File: config.mk
export PLATFORM = sky130hd
export DESIGN_NAME = siso_loopback_ctrl
export DESIGN_NICKNAME = d
export VERILOG_FILES = /design/src/rtl/siso_loopback_ctrl.sv
export SDC_FILE = /design/constraint.sdc
export NUM_CORES = 1
export LEC_CHECK = 0
export CAP_MARGIN = 20
export CORE_MARGIN = 3
export CORE_UTILIZATION = 39
export CTS_CLUSTER_DIAMETER = 200
export DETAILED_ROUTE_END_ITERATION = 12
export GPL_ROUTABILITY_DRIVEN = 0
export MAX_ROUTING_LAYER = met4
export PLACE_DENSITY = 0.71
export SYNTH_ARGS = -nofsm -noshare
export SYNTH_HDL_FRONTEND = slang
export SYNTH_SLANG_ARGS = --single-unit
File: constraint.sdc
create_clock -name i_clk -period 4.5 [get_ports i_clk]
set_input_delay 0.45 -clock i_clk [delete_from_list [all_inputs] [get_ports i_clk]]
set_output_delay 0.45 -clock i_clk [all_outputs]
set_load 0.02 [all_outputs]
File: src/rtl/siso_loopback_ctrl.sv
// Loopback sequencer for a SISO delay line: serialises a word, recaptures it after DEPTH clocks and compares.
// Result pulses WIDTH+DEPTH+1 cycles after acceptance; o_ready stays low from acceptance until the cycle after o_rvalid.
module siso_loopback_ctrl #(
    parameter int WIDTH     = 4,
    parameter int DEPTH     = 4,
    parameter bit LSB_FIRST = 1'b1
) (
    input  logic             i_clk,
    input  logic             i_rst,
    input  logic             i_valid,
    output logic             o_ready,
    input  logic [WIDTH-1:0] i_data,
    input  logic             i_abort,
    output logic             o_sd,
    output logic             o_shift_en,
    input  logic             i_so,
    output logic             o_rvalid,
    output logic [WIDTH-1:0] o_rdata,
    output logic             o_match,
    output logic             o_busy
);

    localparam int CW = $clog2(WIDTH + DEPTH) + 1;
    localparam logic [CW-1:0] LAST_C = CW'(DEPTH + WIDTH - 1);
    localparam logic [CW-1:0] ONE_C  = CW'(1);

    typedef enum logic [1:0] {IDLE, RUN, DONE} state_t;

    state_t           state_q, state_d;
    logic [CW-1:0]    cnt_q, cnt_d;
    logic [WIDTH-1:0] tx_q, tx_d;
    logic [WIDTH-1:0] rx_q, rx_d;
    logic [WIDTH-1:0] rdata_q, rdata_d;
    logic             match_q, match_d;
    // Marks the cycles right after a reset edge so o_ready stays low while reset is held.
    logic             rst_q;

    always_ff @(posedge i_clk) begin
        if (i_rst) begin
            state_q <= IDLE;
            cnt_q   <= '0;
            tx_q    <= '0;
            rx_q    <= '0;
            rdata_q <= '0;
            match_q <= 1'b0;
            rst_q   <= 1'b1;
        end else begin
            state_q <= state_d;
            cnt_q   <= cnt_d;
            tx_q    <= tx_d;
            rx_q    <= rx_d;
            rdata_q <= rdata_d;
            match_q <= match_d;
            rst_q   <= 1'b0;
        end
    end

    always_comb begin
        state_d    = state_q;
        cnt_d      = cnt_q;
        tx_d       = tx_q;
        rx_d       = rx_q;
        rdata_d    = rdata_q;
        match_d    = match_q;
        o_ready    = 1'b0;
        o_busy     = 1'b0;
        o_shift_en = 1'b0;
        o_sd       = 1'b0;
        o_rvalid   = 1'b0;

        case (state_q)
            IDLE: begin
                o_ready = !rst_q;
                if (i_valid && !rst_q) begin
                    tx_d    = i_data;
                    cnt_d   = '0;
                    rx_d    = '0;
                    state_d = RUN;
                end
            end
            RUN: begin
                o_busy     = 1'b1;
                o_shift_en = 1'b1;
                cnt_d      = cnt_q + ONE_C;
                // Bit i goes out at cnt==i and returns DEPTH clocks later; past WIDTH the chain is fed zeros.
                for (int i = 0; i < WIDTH; i++) begin
                    int bi;
                    bi = LSB_FIRST ? i : (WIDTH - 1 - i);
                    if (cnt_q == CW'(i)) begin
                        o_sd = tx_q[bi];
                    end
                    if (cnt_q == CW'(DEPTH + i)) begin
                        rx_d[bi] = i_so;
                    end
                end
                if (i_abort) begin
                    state_d = IDLE;
                    cnt_d   = '0;
                end else if (cnt_q == LAST_C) begin
                    rdata_d = rx_d;
                    match_d = (rx_d == tx_q);
                    state_d = DONE;
                end
            end
            DONE: begin
                o_rvalid = 1'b1;
                state_d  = IDLE;
            end
            default: begin
                state_d = IDLE;
            end
        endcase
    end

    assign o_rdata = rdata_q;
    assign o_match = match_q;

endmodule

After elaboration in Yosys (flattened, before gate mapping)

Index checks and enable logic that the tools add are counted.

Add/sub/neg operators: 1
Mux-type cells: 25
Bitwise logic cells: 1
Equality and inequality tests: 12
Reduce and logical (&&, ||, !) cells: 9

Operator list:

| operator                                      | count |
|---|---|
| 2-to-1 mux 1 bit                              | 17 |
| == test 4 x 3 -> 1 bit, second input constant | 4 |
| case mux 4 bit (2 select lines)               | 2 |
| == test 4 x 2 -> 1 bit, second input constant | 2 |
| 2-to-1 mux 4 bit                              | 2 |
| 2-to-1 mux 2 bit                              | 3 |
| AND reduction 2 bit                           | 3 |
| adder 4 x 1 -> 4 bit, second input constant   | 1 |
| == test 4 x 1 -> 1 bit, second input constant | 1 |
| == test 4 bit                                 | 1 |
| zero test 4 bit                               | 1 |
| case mux 2 bit (2 select lines)               | 1 |
| != test 3 bit, second input constant          | 1 |
| AND reduction 3 bit                           | 1 |
| == test 2 x 1 -> 1 bit, second input constant | 1 |
| == test 2 bit, second input constant          | 1 |
| zero test 2 bit                               | 1 |
| != test 2 bit, second input constant          | 1 |
| nonzero test 2 bit                            | 1 |
| logical AND 1 bit                             | 1 |
| zero test 1 bit                               | 1 |
| inverter 1 bit                                | 1 |

Bits of input ports: 9
Word-level logic and storage cells: 55
Flip-flop bits (word level): 20

Logic depth before layout (Yosys ltp)

Depth in word-level cells: 6
Mapped depth: 6

Worst setup path before layout

No wires, ideal clock.

Path type: reg-to-output
From: register cnt_q[1]
To: output o_sd
Required time: 4,050 ps
Cell stages (with the launch flop): 7
Slack: 1,880 ps
Arrival time: 2,170 ps
Path through: dfxtp_1 inv_1 ha_1 nor2b_1 a221oi_1 a211o_1 a2111oi_0

Cells in the longest elaborated chain, start to end: 6
Elaborated cells between the ends (all ways): 9
Those cells by class: 3 x eq/ne; 5 x mux; 1 x reduce/logical

Ends and longest elaborated chain:

| what                           | line | RTL |
|---|---|---|
| from (decl)                    | 30   | `logic [CW-1:0] cnt_q, cnt_d;` |
| from (signal assigned)         | 49   | `cnt_q <= cnt_d;` |
| zero test 4 bit                | 89   | `if (cnt_q == CW'(i)) begin` |
| 2-to-1 mux 1 bit (3 in series) | 89   |  |
| 2-to-1 mux 1 bit (*)           | 89   |  |
| 2-to-1 mux 1 bit (*)           | 71   | `case (state_q)` |
| to (decl)                      | 14   | `output logic o_sd,` |

Mark *: on every way between the ends. The rest lies on a longest branch, timed or not.

Worst setup path in the final report

Ends and elaborated chain as after synthesis.

==> flow_summary.ini <==
[outcome]
result_of_the_run = finished, final reports clean

[synthesis]
syn_area_per_cell_sq_um = 8.49
synth.cell_area_sq_um = 1100
synth_enable_flop_cells = 0
netlist.area_leader.share_pct = 36.3
synth_top_area_cell = dfxtp_1
synth.yosys.seq_area_share_pct = 36.3
most_used_flip_flop_cell_after_synthesis = dfxtp_1
yosys-top-cells-area = dfxtp_1 (36%), nor2_1 (6.1%), a21oi_1 (5.9%)
ys_ff_latch = 20
yosys.cell_types.count = 38
async_flop_share_pct = 0
synthCells = 130
synth-warning-count = 0
synthesis.nets = 143

[placed_design]
detailed_place_hpwl_mm = 1.80
placed_cells = 171
io_buffers = 18

[setup_path]
cp-end-kind = output pin
worstPathArrival_ns = 2.63
cp-start-kind = flip-flop
rr_endpoint = o_rdata[3]$_SDFFE_PP0P_
worst_case_reg_to_reg_path_depth = 5
timing_worst_setup_path_type = flip-flop to output pin
setup_crit_start = cnt_q[1]$_SDFFE_PP0P_
reg2reg_setup_slack_ns = 2.72
timing.critical_path.to = o_sd
worstPathMaxFanout = 5
worstReg2RegStart = cnt_q[0]$_SDFFE_PP0P_
critical_path_required_ns = 4.05

[routing]
first_iter_violations = 21
detail-route-antenna-nets = 0
vias_per_cell = 5.56
firstDrtPassIters = 5
detail_route.wl_per_cell_um = 14.1
drc_errors = 0
routed_wl_mm = 2.47
detailroute.via_count = 973

[cells_and_area]
share_of_post_route_cells_with_drive_strength_above_1_pct = 5.52
final_cell_count_no_fill = 175
layout.filler_cells = 250
nNetsFinal = 159
layout-area-overhead-vs-synth_pct = 21.5
antenna_cells_inserted = 0

[sta]
timing.setup.tns_ns = 0
clock_skew_ns = 0.00617
relSlewSlack_pct = 51.2
post-route-period-util_pct = 68.5
tightest_slew_ns = 0.730
rsz0062_at_grt = false
finalSetupViolations = 0
timing_max_transition_violations_final = 0
fmax_mhz = 324
period_minus_slack_ns = 3.08
timing_hold_violations_final = 0

[clock_network]
clock-sinks = 20
clock_tree.htree_level_count = 1
clockRootBuffer = clkbuf_4
cts_tree = yes
count_of_hold_fix_buffers_inserted_at_cts = 0
tritoncts.num_buffers = 3
cts_resized = 0
cts_post_setup_buffers_inserted = 0
clock_tree.buffer_depth = 2
clk_latency_ns = 0.30
cts.reportedPaths.clkPinSlew_ns = 0.12

[die]
ios = 19
std_cell_rows = 18
die_width_um = 59.2
core_sq_um = 2590
start_util_pct = 42.6
design.die.area_sq_um = 3500
die_h_um = 59.2

[grt]
grt_pass1_wl_mm = 4.22
via_count_of_the_first_global_routing_pass = 915
grt_max_degree = 22
grt_antenna_before_repair = 0
grt_overflow = 0
grt_usage_pct = 16.2

[run]
drv_cap = 0

[pwr]
power_per_cell_area_nw_per_um2 = 275
ir_worst_vdd_mv = 0.188
p_leak_nw = 0.484

[min_path]
worst_hold_path_type = flip-flop to flip-flop
==> where the power goes <==
| part | total, mW | internal (mW) | switching (mW) |
|---|---|---|---|
| Combinational | 0.0371 | 0.0180 | 0.0191 |
| Clock | 0.147 | 0.0901 | 0.0572 |
| Sequential | 0.184 | 0.180 | 0.00392 |
| Total | 0.368 | 0.288 | 0.0803 |
==> sequential cells by signal, summed over array words and instances, names as in the netlist <==
signal and cells:
cnt_q 4, o_rdata 4, state_q 2, rx_q 4, rst_q 1, tx_q 4, o_match 1
==> worst max-delay path: stages (launching register included) <==
cell and delay, ns:
dfxtp_1 0.43, inv_1 0.09, ha_1 0.22, nor2b_1 0.12, a221oi_1 0.08, a211o_1 0.23
a2111oi_0 0.47, clkdlybuf4s50_1 0.70
==> metal layers <==
layer	part of all wire, %	global-route usage (%)
met3	2.4	2.61
met2	46	24.0
met4	2.0	8.74
met1	49	21.0
met5	0	-
==> layout by cell type (no fill, tap or decap) <==
master / n
and2_1: 2
o32ai_1: 1
o2bb2ai_1: 1
a211o_1: 1
nand4b_1: 1
and3b_1: 2
inv_1: 6
clkbuf_4: 3
nand2b_1: 4
ha_1: 4
o21a_1: 1
a211oi_1: 3
nor3b_2: 1
or3b_2: 1
o211ai_1: 2
clkdlybuf4s50_1: 18
nand3b_1: 3
nand2_1: 3
and4b_1: 1
nand4bb_1: 1
a21oi_1: 13
o2111ai_1: 1
or3b_1: 1
o21ai_0: 7
and2b_1: 1
nor2_1: 18
a2111oi_0: 1
nor2_4: 1
nor2b_1: 6
nor3_1: 3
or3_1: 1
bufinv_16: 1
dfxtp_1: 20
mux2i_1: 6
nand3_1: 3
a22oi_1: 1
a221oi_1: 1
nor4b_4: 1
==> stage by stage <==
step	utilization [%]	power, mW	cell area [sq um]	hold slack [ns]	worst slack (ns)
after floorplan	-	0.210	1100	0.449	1.88
after detailed placement	49.8	0.225	1290	0.486	1.82
after global routing	51.8	0.385	1340	0.525	1.29
after CTS	51.8	0.372	1340	0.506	1.46
after global placement	49.8	0.225	1290	0.459	1.86
final	51.8	0.368	1340	0.497	1.42
==> final cells by class <==
class	instances	area (sq um)	share of cell area (%)
multi-input cells	97	648	48.3
repair buffers	18	180	13.4
well taps	30	37.5	2.80
flip-flops and latches	20	400	29.9
clock inverters	1	30.0	2.24
inverters	6	22.5	1.68
clock buffers	3	22.5	1.68
==> synth_stat cells, drive strengths merged, types with 2 or more instances <==
library cell,n
nor2,19
nor3,3
clkbuf,4
inv,6
ha,4
nor2b,6
buf,3
and2,2
nand3b,3
dfxtp,20
o21ai,7
and3b,2
or3b,2
nand2b,4
o211ai,2
mux2i,6
a211oi,3
nand2,3
a21oi,13
nand3,3
==> logic make-up (layout without fill, tap and decap cells) <==
kind of cell	after synthesis	after routing	synth area share [%]
mux	6	6	5.44
compound gates	33	33	18.6
simple gates	54	54	30.2
fa+ha+maj	4	4	4.54
flops	20	20	36.3
buf+inv	13	28	4.99
==> worst min path at each step <==
stage | startpoint | end | slack [ns] | cells past startpoint
detailed placement | rx_q[3]$_SDFFE_PP0P_ | rx_q[3]$_SDFFE_PP0P_ | 0.49 | 2
global placement | rx_q[0]$_SDFFE_PP0P_ | rx_q[0]$_SDFFE_PP0P_ | 0.46 | 2
floorplan | rx_q[3]$_SDFFE_PP0P_ | rx_q[3]$_SDFFE_PP0P_ | 0.45 | 2
global route | rx_q[0]$_SDFFE_PP0P_ | rx_q[0]$_SDFFE_PP0P_ | 0.52 | 2
finish | rx_q[0]$_SDFFE_PP0P_ | rx_q[0]$_SDFFE_PP0P_ | 0.50 | 2
CTS | rx_q[0]$_SDFFE_PP0P_ | rx_q[0]$_SDFFE_PP0P_ | 0.51 | 2
Note: power is estimated with default switching activity, not from simulation.
